<file path="config.mk">
export PLATFORM = sky130hd
export DESIGN_NAME = stack_reader
export DESIGN_NICKNAME = d
export VERILOG_FILES = /design/src/rtl/stack_pkg.sv /design/src/rtl/stack_reader.sv
export SDC_FILE = /design/constraint.sdc
export NUM_CORES = 1
export LEC_CHECK = 0
export ABC_AREA = 1
export CAP_MARGIN = 30
export CORE_ASPECT_RATIO = 1.2
export CORE_UTILIZATION = 43
export CTS_CLUSTER_DIAMETER = 100
export DETAILED_ROUTE_END_ITERATION = 7
export PLACE_DENSITY = 0.81
export SETUP_SLACK_MARGIN = 0.3
export SYNTH_ARGS = -nofsm -noshare
export SYNTH_HDL_FRONTEND = slang
export SYNTH_SLANG_ARGS = --single-unit
</file>
<file path="constraint.sdc">
create_clock -name clk -period 1.8 [get_ports clk]
set_clock_uncertainty 0.1 [all_clocks]
set_input_delay 0.27 -clock clk [delete_from_list [all_inputs] [get_ports clk]]
set_output_delay 0.27 -clock clk [all_outputs]
set_load 0.005 [all_outputs]
</file>
<file path="src/rtl/stack_pkg.sv">
// ============================================================================
//  Module      : stack_pkg
//  Description : Shared definitions for the stack and its reader. Holds the
//                default data width, the default drain depth and the reader
//                FSM state encoding.
//  Revision    : 1.0 - initial release
// ============================================================================
`default_nettype none

package stack_pkg;

    localparam int DEFAULT_DATA_WIDTH = 8;
    localparam int DEFAULT_DEPTH      = 16;

    // Reader FSM states, encoded with an explicit width
    typedef enum logic [2:0] {
        ST_IDLE = 3'd0,
        ST_POP  = 3'd1,
        ST_CAP  = 3'd2,
        ST_OUT  = 3'd3,
        ST_FIN  = 3'd4
    } state_t;

endpackage : stack_pkg

`default_nettype wire

</file>
<file path="src/rtl/stack_reader.sv">
// ============================================================================
//  Module      : stack_reader
//  Description : Drains a requested number of entries from a stack, one pop
//                at a time, and hands each entry downstream over a
//                valid/ready link. A stack error aborts the drain and raises
//                a sticky error flag. Every drain ends with a one-cycle done.
//  Options     : STACK_READER_CHECKSUM_EN - when defined, checksum carries a
//                running XOR of all entries transferred in the current drain;
//                when undefined, checksum is tied to zero.
//  Revision    : 1.0 - initial release
// ============================================================================
`default_nettype none

module stack_reader
    import stack_pkg::*;
#(
    parameter int DATA_WIDTH = DEFAULT_DATA_WIDTH,
    parameter int DEPTH      = DEFAULT_DEPTH,
    localparam int CNT_W     = $clog2(DEPTH + 1)
) (
    input  logic                  clk,
    input  logic                  reset,
    input  logic                  start,
    input  logic [CNT_W-1:0]      count,
    output logic                  pop,
    input  logic [DATA_WIDTH-1:0] stk_data,
    input  logic                  stk_error,
    output logic [DATA_WIDTH-1:0] m_data,
    output logic                  m_valid,
    input  logic                  m_ready,
    output logic                  busy,
    output logic                  done,
    output logic                  error_out,
    output logic [DATA_WIDTH-1:0] checksum
);

    state_t           state;
    state_t           state_next;
    logic [CNT_W-1:0] remaining;
    logic             start_accept;
    logic             transfer;

    // start is only honoured while idle; anything arriving mid-drain is dropped
    assign start_accept = (state == ST_IDLE) && start;
    assign transfer     = (state == ST_OUT) && m_ready;

    // State register; reset abandons any drain in progress immediately
    always_ff @(posedge clk or posedge reset) begin
        if (reset) begin
            state <= ST_IDLE;
        end else begin
            state <= state_next;
        end
    end

    // Next-state logic
    always_comb begin
        state_next = state;
        case (state)
            ST_IDLE: begin
                if (start) begin
                    state_next = (count != '0) ? ST_POP : ST_FIN;
                end
            end
            ST_POP:  state_next = ST_CAP;
            ST_CAP:  state_next = stk_error ? ST_FIN : ST_OUT;
            ST_OUT: begin
                // remaining was already decremented in POP, so zero here
                // means the entry being offered is the last one
                if (m_ready) begin
                    state_next = (remaining != '0) ? ST_POP : ST_FIN;
                end
            end
            ST_FIN:  state_next = ST_IDLE;
            default: state_next = ST_IDLE;
        endcase
    end

    // Moore outputs decoded from the state alone, so reset clears them at once
    always_comb begin
        pop     = 1'b0;
        m_valid = 1'b0;
        busy    = 1'b1;
        done    = 1'b0;
        case (state)
            ST_IDLE: busy    = 1'b0;
            ST_POP:  pop     = 1'b1;
            ST_OUT:  m_valid = 1'b1;
            ST_FIN:  done    = 1'b1;
            default: ;
        endcase
    end

    // Entries still to pop; the zero guard keeps it from ever wrapping
    always_ff @(posedge clk or posedge reset) begin
        if (reset) begin
            remaining <= '0;
        end else if (start_accept) begin
            remaining <= count;
        end else if ((state == ST_POP) && (remaining != '0)) begin
            remaining <= remaining - CNT_W'(1);
        end
    end

    // Output register: captures the popped entry unless the stack flagged an error
    always_ff @(posedge clk or posedge reset) begin
        if (reset) begin
            m_data <= '0;
        end else if ((state == ST_CAP) && !stk_error) begin
            m_data <= stk_data;
        end
    end

    // Sticky abort flag, cleared only by the next accepted start
    always_ff @(posedge clk or posedge reset) begin
        if (reset) begin
            error_out <= 1'b0;
        end else if (start_accept) begin
            error_out <= 1'b0;
        end else if ((state == ST_CAP) && stk_error) begin
            error_out <= 1'b1;
        end
    end

`ifdef STACK_READER_CHECKSUM_EN
    logic [DATA_WIDTH-1:0] checksum_acc;

    // Running XOR of every entry handed downstream during this drain
    always_ff @(posedge clk or posedge reset) begin
        if (reset) begin
            checksum_acc <= '0;
        end else if (start_accept) begin
            checksum_acc <= '0;
        end else if (transfer) begin
            checksum_acc <= checksum_acc ^ m_data;
        end
    end

    assign checksum = checksum_acc;
`else
    assign checksum = '0;
`endif

endmodule : stack_reader

`default_nettype wire

</file>
==> results.sh <==
export IMPL_outcome="finished clean"
export IMPL_track_usage_pct=20.5
export IMPL_p_per_area_mw_per_mm2=1570
export IMPL_core_area_mm2=0.00212
export IMPL_synth_area_mm2=0.00100
export IMPL_seq_area_frac_synth_pct=42.5
export IMPL_io_pins=39
export IMPL_hold_slack_ps=168
export IMPL_postLayoutCellArea_mm2=0.00144
export IMPL_end_kind="output pin"
export IMPL_grt_start_max_net_pins=18
export IMPL_drive_gt1_share_pct=22.4
export IMPL_wl_mm=2.38
export IMPL_cts_sinks=17
export IMPL_fin_crit_sh_pct=87.3
export IMPL_cts_buffers=3
export IMPL_ys_types=21
export IMPL_timing_rr_end="state[0]"
export IMPL_port_buffers=30
export IMPL_initial_utilization_pct=47.3
export IMPL_hold_class="input pin to asynchronous set/reset pin"
export IMPL_maxCapViolCount=0
export IMPL_area_growth_pct=44.1
export IMPL_ant_nets=0
export IMPL_overflow=0
export IMPL_clk_latency_ps=300
export IMPL_first_global_vias=886
export IMPL_drc_errors=0
export IMPL_grt_pass1_wl_mm=3.64
export IMPL_placed_cell_area_mm2=0.00131
export IMPL_die_area_mm2=0.00253
export IMPL_antenna_found_initial=0
export IMPL_drt_iter0_drc=10
export IMPL_use_met2_pct=36.2
export IMPL_die_width_um=46.0
export IMPL_crit_required_ps=1430
export IMPL_fmax_mhz=636
export IMPL_slew_viol_final=0
export IMPL_met1_usage_pct=23.9
export IMPL_synth_cells=139
export IMPL_antenna_cells=0
export IMPL_rsz0062_at_grt="true"
export IMPL_drtPass1Iterations=4
export IMPL_path_max_fanout=3
export IMPL_arrival_ps=1200
export IMPL_hold_violations=0
export IMPL_htree_levels=1
export IMPL_gp_congestion=0.882
export IMPL_clk_pin_slew_ps=100
export IMPL_irDropWorstVdd_mv=0.955
export IMPL_grt_busiest_layer="met2"
export IMPL_cp_start_kind="flop"
export IMPL_yosys_warnings=0
export IMPL_worst_r2r_cell_count=8
export IMPL_rows=18
export IMPL_syn_avg_cell_area_um2=7.20
export IMPL_root_buffer="clkbuf_4"
export IMPL_finalSetupTns_ps=0
export IMPL_regToRegSetupSlack_ps=310
export IMPL_setup_viol=0
export IMPL_nets=203
export IMPL_critPathKind="flop to output pin"
export IMPL_cts_buffer_depth=2
export IMPL_final_common_cell="nand2_1"
export IMPL_hpwl_mm=1.66
export IMPL_fp_dieH_um=54.9
export IMPL_synth_seq_cells=17
export IMPL_power_leakage_nw=0.811
export IMPL_avgRoutedWirePerCell_um=11.2
export IMPL_grt_use_met3_pct=2.97
export IMPL_vias=986
export IMPL_r2r_start="state[1]"
export IMPL_cts_tree="built"
export IMPL_period_minus_slack_ps=1570
export IMPL_layout_common_cells="nand2_1, inv_1, clkdlybuf4s50_1"
export IMPL_vias_per_cell=4.63
per-stage QoR:
| stage | std cells | worst slack [ps] | total power, W | utilization (%) |
|---|---|---|---|---|
| after CTS | 211 | 219 | 0.00213 | 65.9 |
| after global routing | 213 | 196 | 0.00246 | 68.1 |
| after detailed placement | 199 | 200 | 0.00184 | 62.0 |
| after global placement | 199 | 228 | 0.00180 | 62.0 |
| after floorplan | 146 | 548 | 0.00139 | - |
| final | 213 | 229 | 0.00226 | 68.1 |
cell families after synthesis:
| group | Yosys count | synth area share [%] |
|---|---|---|
| xor gates and xnor gates | 1 | 0.875 |
| buffers and inverters | 32 | 15.3 |
| other | 1 | 0.375 |
| adders and majority gates | 1 | 1.25 |
| DFF | 17 | 42.5 |
| AOI/OAI and AO/OA | 5 | 2.50 |
| and+or+nand+nor | 82 | 37.3 |
registers in the layout, summed over array words and instances, names as in the netlist:
signal,count
error_out,1
state,3
remaining,5
m_data,8
worst max-delay path by stage:
stage                      start            to  slack, ps  cells after the start
floorplan           remaining[0]  remaining[2]        550                      7
global placement        state[2]           pop        230                      2
detailed placement      state[2]           pop        200                      2
CTS                     state[1]           pop        220                      3
global route            state[2]           pop        200                      3
finish                  state[2]           pop        230                      3
power by group:
part           switching, W  leakage, nW  total [W]  internal, W
combinational      0.000715        0.584    0.00133     0.000617
sequential         0.000148        0.209   0.000717     0.000569
clock              0.000127       0.0177   0.000209    0.0000828
metal layers:
metal  routed length (µm)  vias up
li1                     -      493
met1                 1000      460
met2                 1260       29
met3                   89        4
met4                   29        0
met5                    0        -
synth_stat cells (all sizes together):
master / count / area share [%]
nand2: 58 / 22
nand3: 10 / 5.5
inv: 24 / 9.3
a21oi: 1 / 0.50
nor3: 2 / 2.1
xor2: 1 / 0.88
buf: 8 / 6.0
dfrtp: 17 / 43
o21ai: 4 / 2.0
nor2: 10 / 4.8
nand3b: 1 / 2.0
ha: 1 / 1.2
conb: 1 / 0.37
nand4: 1 / 0.63
worst max-delay path, cell delays in order (launching register included):
cell	delay, ps
dfrtp_2	440
buf_6	140
nor3_4	180
buf_2	150
area by class of cell:
class / instances / area [µm²]
Timing Repair Buffer: 41 / 365
Inverter: 24 / 92.6
Fill cell: 183 / 674
Clock inverter: 1 / 5.00
Tap cell: 30 / 37.5
Multi-Input combinational cell: 97 / 490
Clock buffer: 3 / 22.5
Sequential cell: 17 / 429
what timing repair did:
| item | 4_1_cts | 5_1_grt |
|---|---|---|
| buffers inserted | 8 | 2 |
| hold buffers | 0 | 0 |
| setup endpoints to repair | 13 | 19 |
| resized for setup | 32 | 9 |
| pin swaps | 4 | 5 |
(Power assumes the default switching activity.)
